**config.mk**
```make
export PLATFORM = sky130hd
export DESIGN_NAME = full_adder_core
export DESIGN_NICKNAME = d
export VERILOG_FILES = /design/src/rtl/full_adder_core.sv
export SDC_FILE = /design/constraint.sdc
export NUM_CORES = 1
export LEC_CHECK = 0
export CORE_AREA = 8 8 45 47
export DETAILED_ROUTE_END_ITERATION = 6
export DIE_AREA = 0 0 53 55
export PLACE_DENSITY = 0.37
export SYNTH_ARGS = -nofsm -noshare
export SYNTH_HDL_FRONTEND = slang
export SYNTH_SLANG_ARGS = --single-unit
```
**constraint.sdc**
```tcl
create_clock -name clk -period 1 [get_ports clk]
set_input_delay 0.2 -clock clk [delete_from_list [all_inputs] [get_ports clk]]
set_output_delay 0.2 -clock clk [all_outputs]
set_load 0.01 [all_outputs]
```
**src/rtl/full_adder_core.sv**
```systemverilog
// ---------------------------------------------------------------------------
// full_adder_core: registered WIDTH-bit ripple-carry full adder.
// Optional ovf port via FULL_ADDER_OVF_EN.  Revision: 1.0
// ---------------------------------------------------------------------------
`default_nettype none

module full_adder_core #(
  parameter int WIDTH = 1
) (
  input  logic             clk,
  input  logic             rst_n,
  input  logic             in_valid,
  input  logic [WIDTH-1:0] a,
  input  logic [WIDTH-1:0] b,
  input  logic             cin,
  output logic [WIDTH-1:0] sum,
  output logic             cout,
`ifdef FULL_ADDER_OVF_EN
  output logic             ovf,
`endif
  output logic             out_valid
);

  logic [WIDTH:0]   w_carry;
  logic [WIDTH-1:0] w_sum;
  logic [WIDTH-1:0] r_sum;
  logic             r_cout;
  logic             r_out_valid;

  assign w_carry[0] = cin;

  for (genvar i = 0; i < WIDTH; i++) begin : g_ripple
    logic w_p;
    assign w_p          = a[i] ^ b[i];
    assign w_sum[i]     = w_p ^ w_carry[i];
    assign w_carry[i+1] = (a[i] & b[i]) | (w_carry[i] & w_p);
  end

  // Data registers hold while in_valid is low, so idle operand values never reach the outputs.
  always_ff @(posedge clk or negedge rst_n) begin
    if (!rst_n) begin
      r_sum       <= '0;
      r_cout      <= 1'b0;
      r_out_valid <= 1'b0;
    end else begin
      r_out_valid <= in_valid;
      if (in_valid) begin
        r_sum  <= w_sum;
        r_cout <= w_carry[WIDTH];
      end
    end
  end

`ifdef FULL_ADDER_OVF_EN
  logic w_ovf;
  logic r_ovf;

  assign w_ovf = (a[WIDTH-1] == b[WIDTH-1]) && (w_sum[WIDTH-1] != a[WIDTH-1]);

  always_ff @(posedge clk or negedge rst_n) begin
    if (!rst_n) begin
      r_ovf <= 1'b0;
    end else if (in_valid) begin
      r_ovf <= w_ovf;
    end
  end

  assign ovf = r_ovf;
`endif

  assign sum       = r_sum;
  assign cout      = r_cout;
  assign out_valid = r_out_valid;

endmodule

`default_nettype wire

```
==> impl.org, run 1 <==
** STA
- Worst clock skew on the final layout :: 0 ps
- In this run the tightest slew margin relative to its limit is 90.3%.
- Final max-slew violation count :: 0
- Setup repair after global routing left no endpoint under its margin.
- After layout, the worst path uses a little over nine tenths of the clock period.
- Fmax :: 1020 MHz
- The smallest clock period supported by the final layout is computed as 983 ps.
- For the pin with the worst max-slew slack, the measured transition is about 150 ps.
- The tightest hold path in the finished design has a slack of between 150 and 200 ps.
- The number of hold violations in the final report came to 0.
- Setup violations remaining at the end of the flow were counted as 0.

** Power and ir drop
- Combinational cells account for 16.3% of the total power.
- Total Power Consumption :: ~0.00042 W
- The worst-case IR drop observed on VDD is around 300 uV.
- Net load switching power :: approximately 0.000094 W
- Switching part of the total power :: between 20 and 25%
- Clock network fraction of design power :: around 49%
- For this design the ratio of total power to cell area is between 1500 and 2000 mW/mm^2.
- Sequential cells account for about a third of the total power.
- Internal power comes to between 0.0003 and 0.0004 W.
- Leakage power summed over all cells :: between 0.1 and 0.15 nW

** Critical path
- Kind of capture point of the worst setup path :: flip-flop
- Of all nets on the critical path, the largest fanout is 1.
- The number of buffers and inverters on the critical path is 1.
- On the critical path the largest part of the delay comes from adder cells.
- For this run, the slowest stage of the critical path takes about 440 ps.
- Arrival time at the worst endpoint :: between 1000 and 1500 ps
- The worst setup path is of the in -> reg kind.
- Startpoint kind of the worst setup timing path :: primary input
- Among all stages on the critical path, the largest delay is contributed by sky130_fd_sc_hd__fa_1.
- Required @ worst endpoint :: around 1100 ps
- Crit-path cells :: clkdlybuf4s15_1 > fa_1 > mux2_4

** Place
- At the end of routability-driven placement, the weighted congestion stood at 0.598.
- Count of buffers from port buffering :: 8

** Clocking
- TritonCTS clock tree :: done
- CTS placed an instance of sky130_fd_sc_hd__clkbuf_4 at the clock tree root.
- Number of CTS-inserted buffers :: 3
- The clock net in this run drives a total of 3 sinks.
- Number of post-CTS setup repair buffers :: 0
- In this run the number of H-tree levels came out at 1.
- Max clock buf depth :: 2
- After clock tree synthesis, the clock-pin slew on the worst setup and hold paths is around 40 ps.
- Clock insertion delay at the later pin of the skew report :: about 230 ps

** Status
- The flow ran to the end, and the final reports show no timing, DRC or antenna violations.

** Cells and area
- The repair_antennas step left the layout with diodes totalling 0.
- The library cell used most frequently in the layout, excluding fill and tap cells, is sky130_fd_sc_hd__buf_2.
- Final net count :: 26
- After filler insertion, the fill cell instance count of the layout stands at approximately 160.
- Fraction of final layout cells with drive strength greater than 1 :: between 50% and 60%
- Relative to the synthesized area, the layout overhead comes to 93.6%.
- Commonest non-fill, non-tap cells in the layout :: 4 x sky130_fd_sc_hd__buf_2, 3 x sky130_fd_sc_hd__clkbuf_4, 3 x sky130_fd_sc_hd__dfrtp_1

** Floorplanning
- Die height :: approximately 55 um
- For this configuration, the core starts out at a cell density of about 8.5%.
- Horiz. Die Dim :: 53 um
- The core region is around 0.0014 mm^2.
- The die covers roughly 0.003 mm^2.
- I/O pin count :: 9
- Number of standard-cell rows in the floorplan :: 14

** Yosys
- Summing every instance area after synthesis gives between 100 and 150 um^2.
- Register bit count reported by yosys :: 3
- Counting distinct cell types in the post-synthesis netlist gives 3.
- After technology mapping, the gate count stands at 6.
- After synthesis, flip-flops and latches occupy roughly 64% of the total area.
- During synthesis, Yosys emitted a total of 0 warnings.
- Total nets after synthesis :: 13
- In this run the mean area of a mapped cell was 19.6 um^2.

** Global route
- Initial antenna violation count :: 0
- Total track usage :: under 10%
- Overflow left after global routing :: 0
- Global-route wire length before repair :: between 500 and 600 um
- The via count of the first global-routing pass was 130.
- Maximum number of pins on one net before global-route repair :: 4

** Detailed routing
- In the routed design, unresolved DRC markers number 0.
- The detailed router finished its first iteration with 0 violations.
- Average detailed-routed wire length per instance :: 9.44 um
- Detailed routing inserted a total of 93 vias.
- Routed Wire Length :: ~320 um
- First-pass DRT Iterations :: 1
- Remaining number of nets flagged by the antenna check after routing :: 0
- In the routed layout, each cell is associated on average with a via count of 2.74.

** Min path
- The min-delay analysis places its worst path in the category in -> async.

** Job
- The tool flagged a number of max-cap violations equal to 0.
## flip-flops by register name, indices dropped and copies added (netlist names)
| signal | cells |
|---|---|
| sum | 1 |
| out_valid | 1 |
| cout | 1 |
## power groups by stage
stage / Combinational, W / Clock (W) / Sequential, W
finish: 0.0000689 / 0.000209 / 0.000145
global route: 0.0000758 / 0.000225 / 0.000147
CTS: 0.0000705 / 0.000222 / 0.000145
detailed placement: 0.0000829 / 0 / 0.000147
global placement: 0.0000824 / 0 / 0.000146
floorplan: 0.0000159 / 0 / 0.000153
## kinds of logic after synthesis
family | count (synthesis) | synth area share (%)
flip-flops | 3 | 63.8
adder cells (fa/ha/maj) | 1 | 17.0
multiplexers | 2 | 19.1
## final cells by class
type | instances | area, um^2 | area share (%)
sequential | 3 | 75.1 | 33.0
timing repair buffer | 8 | 60.1 | 26.4
multi-input combinational | 3 | 46.3 | 20.3
clock buffer | 4 | 26.3 | 11.5
tap | 16 | 20.0 | 8.79
## worst paths after layout
kind / start / to / slack [ps] / cells after the start
max in group asynchronous: rst_n / sum / 700 / 1
hold / removal: rst_n / out_valid / 150 / 1
setup reg to reg: sum / sum / 240 / 1
setup / recovery: cin / sum / 20 / 3
hold reg to reg: sum / sum / 520 / 1
min in group clk: a / sum / 390 / 3
## cell usage after synthesis, drive strengths merged
cell type | instances | share of area, %
dfrtp | 3 | 64
fa | 1 | 17
mux2 | 2 | 19
## timing repair
item / 4_1_cts / 5_1_grt
resized for setup: 21 / 0
setup endpoints to repair: 5 / 0
hold buffers: 0 / 0
## per-layer routing
layer	global-route usage, %	vias to the layer above	wire, um
met5	0	-	0
met3	3.48	0	95
met1	2.30	41	120
li1	-	44	-
met4	5.17	0	0
met2	2.54	8	105
## through the flow
| stage | instances | util (%) | setup WS (ps) | setup TNS (ps) | instance area, um^2 |
|---|---|---|---|---|---|
| CTS | 34 | 16.5 | 22.3 | 0 | 228 |
| floorplan | 6 | - | -25.9 | -25.9 | 118 |
| detailed placement | 30 | 15.7 | -508 | -1140 | 218 |
| global placement | 30 | 15.7 | -502 | -1120 | 218 |
| finish | 34 | 16.5 | 17.1 | 0 | 228 |
| global route | 34 | 16.5 | 3.77 | 0 | 228 |
(Power assumes the default switching activity.)
==> inputs of run 2 (changes only) <==
--- a/config.mk
+++ b/config.mk
@@ -5,9 +5,11 @@
 export SDC_FILE = /design/constraint.sdc
 export NUM_CORES = 1
 export LEC_CHECK = 0
+export CAP_MARGIN = 20
 export CORE_AREA = 8 8 45 47
 export DETAILED_ROUTE_END_ITERATION = 6
 export DIE_AREA = 0 0 53 55
+export GPL_ROUTABILITY_DRIVEN = 0
 export PLACE_DENSITY = 0.37
 export SYNTH_ARGS = -nofsm -noshare
 export SYNTH_HDL_FRONTEND = slang
==> constraint.sdc (replaced) <==
create_clock -name clk -period 1 [get_ports clk]
set_input_delay 0.1 -clock clk [delete_from_list [all_inputs] [get_ports clk]]
set_output_delay 0.1 -clock clk [all_outputs]
set_load 0.01 [all_outputs]
==> impl.org, run 2 (same netlist as run 1, synthesis figures left out) <==
** Clocking
- Total number of clock tree sinks :: 3 (unchanged)
- Clock tree synthesis selected as its root buffer the cell sky130_fd_sc_hd__clkbuf_4.
- The post-CTS setup buffer count is 0 (unchanged).
- Number of CTS-inserted buffers :: 3 (unchanged)
- TritonCTS built the clock tree.
- The clock edge transition at the registers on the reported setup and hold paths is 40 ps (about the same).
- The maximum count of clock buffers along a single path came to 2 (unchanged).
- Clock insertion delay at the later pin of the skew report :: 230 ps (about the same)
- The H-tree depth came to 1 (unchanged).
- Hold-fix buffer count after cts :: 0 (unchanged)

** Min path
- Class of the tightest hold or removal check :: in -> async

** Floorplanning
- Area inside the core boundary :: 0.00138 mm^2 (unchanged)
- Area enclosed by the die boundary :: 0.00292 mm^2 (unchanged)
- Die height :: 55 um (unchanged)
- The die width was 53 um (unchanged).
- Starting density of the core :: 8.50% (unchanged)
- Number of standard-cell rows in the floorplan :: 14 (unchanged)
- The top-level port count is 9 (unchanged).

** Power and ir drop
- The part of the total power dissipated in sequential elements was 33.9% (-0.4 points).
- Cell internal pwr :: 0.000330 W (+0.54%)
- Net load switching power :: 0.0000961 W (+1.8%)
- The ratio of total power to cell area was 1780 mW/mm^2 (-3.9%).
- The combinational share of power is 16.2% (about the same).
- Leakage power summed over all cells :: 0.103 nW (+0.96%)
- Switching part of the total power :: 22.5% (+0.22 points)
- Clock network fraction of design power :: 49.8% (+0.4 points)
- Worst VDD drop :: 308 uV (+0.11%)

** Global route
- Total track usage :: 2.91% (unchanged)
- Number of global-route vias before repair :: 133 (+2.3%)
- Maximum number of pins on one net before global-route repair :: 4 (unchanged)
- The global-route congestion overflow total is 0 (unchanged).
- Global-route wire length before repair :: 496 um (-1.4%)
- Initial antenna violation count :: 0 (unchanged)

** Critical path
- Reg-to-Reg End :: sum
- The worst path arrival time came to 1080 ps (about the same).
- The setup path with the least slack is of type in -> reg.
- The startpoint identified for the worst register-to-register timing path is sum.
- Worst-path fanout max :: 1 (unchanged)
- Required @ worst endpoint :: 1110 ps (about the same)
- The internal reg-to-reg setup slack came to 250 ps (about the same).
- Kind of capture point of the worst setup path :: flip-flop
- The worst reg2reg path depth came to 1 (unchanged).
- Startpoint kind of the worst setup timing path :: primary input

** Detailed routing
- Routed Wire Length :: 312 um (-2.8%)
- The antenna violation net count after detailed routing came to 0 (unchanged).
- The via count was 94 (+1.1%).
- The detailed-routing iteration count for the pre-antenna-repair pass came to 2 (+1).
- Uppermost metal layer occupied by signal nets :: met3
- Total length of routed met2 wires :: 107 um (+1.9%)
- Via density :: 2.76 (+1.1%)
- Routed met3 length :: 88 um (-7.4%)
- Average detailed-routed wire length per instance :: 9.18 um (-2.8%)
- Number of remaining DRC errors :: 0 (unchanged)
- Number of DRC markers after the initial detailed-route iteration :: 1 (+1)
- The post-route met1 wirelength was 115 um (-4.2%).

** Cells and area
- Leaving out fill and tap cells, the most frequent cell in the layout is sky130_fd_sc_hd__dlygate4sd2_1.
- Fraction of final layout cells with drive strength greater than 1 :: 27.8% (-22 points)
- The count of nets after finishing is 26 (unchanged).
- Final cell utilization of the core :: 17.3% (+0.81 points)
- Compared with the post-synthesis result, the final layout area differs by 103%.
- Count of placed standard cells in the final layout, fillers left out :: 34 (unchanged)
- Diode insertion count for antenna repair :: 0 (unchanged)
- Leaving out fill and tap cells, the most frequent cells in the layout are 4 x sky130_fd_sc_hd__dlygate4sd2_1, 3 x sky130_fd_sc_hd__clkbuf_4, 3 x sky130_fd_sc_hd__dfrtp_1.

** STA
- Final-layout worst hold slack :: 49.4 ps (-102 ps)
- The count of pins over their slew limit came to 0 (unchanged).
- The worst-margin pin slew came to 137 ps (-8.65 ps).
- Setup repair after global routing left no endpoint under its margin.
- The max-slew headroom at the worst pin was 90.9% (+0.58 points).
- The number of hold violations in the final report was 0 (unchanged).
- Final setup fails :: 0 (unchanged)
- The peak clock frequency supported by timing came to 1030 MHz (+1.6%).
- The final worst-path cycle share came to 96.7% (-1.5 points).
- The final total negative setup slack came to 0 ps (unchanged).
- Worst clock skew on the final layout :: 0 ps (unchanged)
- The shortest clock period the worst path allows after layout came to 967 ps (-15.5 ps).

** Status
- The run finished with clean final reports.

** Place
- The post-placement cell count is 30 (unchanged).
- The number of input and output port buffers inserted came to 8 (unchanged).

** Job
- Max-cap viol count :: 0 (unchanged)
-- run 2: cell count changes in the layout (fill, tap and decap cells not counted) --
cell / change
sky130_fd_sc_hd__dlygate4sd2_1: +4
sky130_fd_sc_hd__buf_2: -4
sky130_fd_sc_hd__mux2_2: +1
sky130_fd_sc_hd__mux2_4: -1
-- run 2: cell type report --
type / count / area [um^2]
flip-flops and latches: 3 / 75.1
fillers: 154 / 1140
repair buffers: 8 / 75.1
multi-input cells: 3 / 42.5
well taps: 16 / 20.0
clock buffers: 4 / 26.3
-- run 2: metrics by stage --
stage / total power, W / area, um^2 / setup slack [ps]
3_3_place_gp: 0.000228 / 218 / -402
4_1_cts: 0.000437 / 238 / 3.82
2_1_floorplan: 0.000169 / 118 / 74.1
6_report: 0.000426 / 239 / 32.5
5_1_grt: 0.000449 / 239 / 7.05
3_5_place_dp: 0.000230 / 218 / -408
-- run 2: critical path: stages --
cell and delay (ps):
sky130_fd_sc_hd__dlygate4sd2_1 250, sky130_fd_sc_hd__fa_1 460, sky130_fd_sc_hd__mux2_2 270
-- run 2: per-layer routing --
metal  GRT usage, %  vias to the layer above
met5              0                        -
met3           3.48                        0
met1           2.30                       42
met4           5.17                        0
li1               -                       44
met2           2.54                        8
-- run 2: how the worst max path moves through the flow --
stage	end	start	slack, ps
finish	sum	b	30
CTS	cout	cout	4
floorplan	sum	a	70
global route	sum	b	7
global placement	sum	a	-400
detailed placement	sum	a	-410
-- run 2: what timing repair did --
| action | CTS | global route |
|---|---|---|
| gates resized for setup | 7 | 1 |
| endpoints found under the setup margin | 5 | 2 |
| pin swaps | 1 | 1 |
-- run 2: power by group through the flow --
stage | combinational [W] | sequential (W) | clock (W)
finish | 0.0000692 | 0.000145 | 0.000212
global route | 0.0000767 | 0.000147 | 0.000225
CTS | 0.0000697 | 0.000145 | 0.000222
detailed placement | 0.0000829 | 0.000147 | 0
global placement | 0.0000824 | 0.000146 | 0
floorplan | 0.0000159 | 0.000153 | 0
==> inputs of run 3 (changes only) <==
--- a/config.mk
+++ b/config.mk
@@ -6,9 +6,9 @@
 export NUM_CORES = 1
 export LEC_CHECK = 0
 export CAP_MARGIN = 20
-export CORE_AREA = 8 8 45 47
+export CORE_AREA = 2 2 39 41
 export DETAILED_ROUTE_END_ITERATION = 6
-export DIE_AREA = 0 0 53 55
+export DIE_AREA = 0 0 41 43
 export GPL_ROUTABILITY_DRIVEN = 0
 export PLACE_DENSITY = 0.37
 export SYNTH_ARGS = -nofsm -noshare
==> impl.org, run 3 (same netlist as run 1, synthesis figures left out) <==
** Critical path
- Reg-to-Reg End :: cout
- Worst-path fanout max :: 1 (unchanged)
- Arrival time at the worst endpoint :: 1080 ps (about the same)
- The worst reg2reg path depth came to 1 (unchanged).
- Kind of capture point of the worst setup path :: flip-flop
- In this run the critical register-to-register path is launched from cout.
- STA classifies the critical path startpoint as a primary input.
- Worst setup path category :: in -> reg
- The worst path required time was 1110 ps (about the same).
- Reg-to-reg setup timing slack :: 240 ps (about the same)

** Cells and area
- The area growth from synthesis to layout is 106%.
- The final antenna diode count came to 0 (unchanged).
- In the layout the commonest cells are 4 x sky130_fd_sc_hd__dlygate4sd2_1, 3 x sky130_fd_sc_hd__clkbuf_4, 3 x sky130_fd_sc_hd__dfrtp_1.
- Total non-filler cell area in the finished layout :: 243 um^2 (+1.6%)
- The library cell used most frequently in the layout, excluding fill and tap cells, is sky130_fd_sc_hd__dlygate4sd2_1.
- Count of placed standard cells in the final layout, fillers left out :: 34 (unchanged)
- Filler instances :: 156 (+1.3%)
- The layout cell share with drive strength beyond 1 came to 27.8% (unchanged).
- The count of nets after finishing came to 26 (unchanged).

** Detailed routing
- Number of DRC markers after the initial detailed-route iteration :: 3 (+2)
- The antenna violation net count after detailed routing was 0 (unchanged).
- The number of vias per cell after detailed routing came to 2.82 (+2.1%).
- Number of remaining DRC errors :: 0 (unchanged)
- First-pass DRT Iterations :: 2 (unchanged)
- The per-cell routed wire length came to 7.00 um (-24%).
- Routed Wire Length :: 238 um (-24%)
- The via count was 96 (+2.1%).

** Global route
- Overflow left after global routing :: 0 (unchanged)
- Total track usage :: 4.54% (+1.6 points)
- The number of antenna violations at the first check in global routing came to 0 (unchanged).
- Number of global-route vias before repair :: 97 (-27%)
- Maximum number of pins on one net before global-route repair :: 4 (unchanged)
- The wire length of the first global-routing pass came to 407 um (-18%).

** STA
- Crit path time final :: 968 ps (+0.0965 ps)
- The final total negative setup slack is 0 ps (unchanged).
- The max-slew headroom at the worst pin came to 90.8% (about the same).
- Final setup fails :: 0 (unchanged)
- The count of pins over their slew limit was 0 (unchanged).
- The worst clock skew was 0 ps (unchanged).
- The peak clock frequency supported by timing was 1030 MHz (about the same).
- The number of hold violations in the final report is 0 (unchanged).
- RSZ-0062 raised after global routing :: false
- The worst-margin pin slew was 137 ps (+0.589 ps).
- Worst-case setup margin in the final layout :: 32.4 ps (-0.0965 ps)
- Final period utilization :: 96.8% (about the same)

** Place
- Total placed cells including tap cells :: 30 (unchanged)
- Pre-CTS setup slack :: -399 ps (+9.61 ps)
- The number of input and output port buffers inserted was 8 (unchanged).
- The total cell area at the placement stage is 218 um^2 (unchanged).

** Clocking
- The H-tree depth came to 1 (unchanged).
- The number of buffers added to fix hold violations after cts came to 0 (unchanged).
- Total number of clock tree sinks :: 3 (unchanged)
- Max clock buf depth :: 2 (unchanged)
- Clock slew at reported path FFs :: 40 ps (about the same)
- Number of post-CTS setup repair buffers :: 0 (unchanged)
- The number of buffers added by the clock tree synthesis step was 3 (unchanged).
- The clock insertion delay at the later pin of the skew report came to 230 ps (about the same).
- TritonCTS built the clock tree.
- Cell at the root of the clock tree :: sky130_fd_sc_hd__clkbuf_4

** Min path
- Class of the tightest hold or removal check :: in -> async

** Floorplanning
- Die height :: 43 um (-22%)
- The core region area came to 0.00138 mm^2 (unchanged).
- The die width was 41 um (-23%).
- The top-level port count is 9 (unchanged).
- Number of standard-cell rows in the floorplan :: 14 (unchanged)
- Area enclosed by the die boundary :: 0.00176 mm^2 (-40%)
- The starting utilization of the core area came to 8.50% (unchanged).

** Power and ir drop
- Worst VDD drop :: 292 uV (-5.3%)
- The reported leakage power is 0.107 nW (+4.1%).
- Pwr per Cell Area :: 1770 mW/mm^2 (-0.75%)

** Status
- Status :: completed

** Job
- The max-cap violation count is 0 (unchanged).
run 3: stage by stage:
step | hold slack, ps | utilization, % | total power (W)
after floorplan | -196 | - | 0.000169
after global placement | 289 | 15.7 | 0.000226
after detailed placement | 295 | 15.7 | 0.000228
after CTS | 46.7 | 17.4 | 0.000441
after global routing | 54.2 | 17.5 | 0.000466
final | 51.1 | 17.5 | 0.000430
run 3: per-layer routing:
metal	wire [um]	global-route usage [%]
met4	0	6.00
met2	71	3.13
met1	117	4.58
met3	49	6.28
met5	0	0
run 3: how the worst max path moves through the flow:
stage                         start  slack [ps]         to  cells after the start
after global placement            a        -380        sum                      3
after detailed placement          a        -400        sum                      3
after global routing      out_valid           2  out_valid                      1
after floorplan                   a          70        sum                      2
after CTS                      cout           2       cout                      1
final                           cin          30        sum                      3
run 3: layout make-up:
cell class              count  area, um^2  area share (%)
well taps                  16        20.0            8.25
multi-input cells           3        46.3            19.1
flip-flops and latches      3        75.1            30.9
repair buffers              8        75.1            30.9
clock buffers               4        26.3            10.8
run 3: timing repair:
| action | in CTS | in global routing |
|---|---|---|
| resized for setup | 7 | 2 |
| endpoints found under the setup margin | 5 | 2 |
| pin swaps | 1 | 0 |
run 3: worst max-delay path: stages:
cell and delay (ps):
sky130_fd_sc_hd__dlygate4sd2_1 250, sky130_fd_sc_hd__fa_1 470, sky130_fd_sc_hd__mux2_4 260
run 3: power by group:
part	total [W]	switching (W)	leakage, nW	internal [W]
Combinational	0.0000743	0.0000257	0.0574	0.0000486
Sequential	0.000146	0.00000836	0.0350	0.000137
Clock	0.000210	0.0000601	0.0150	0.000149
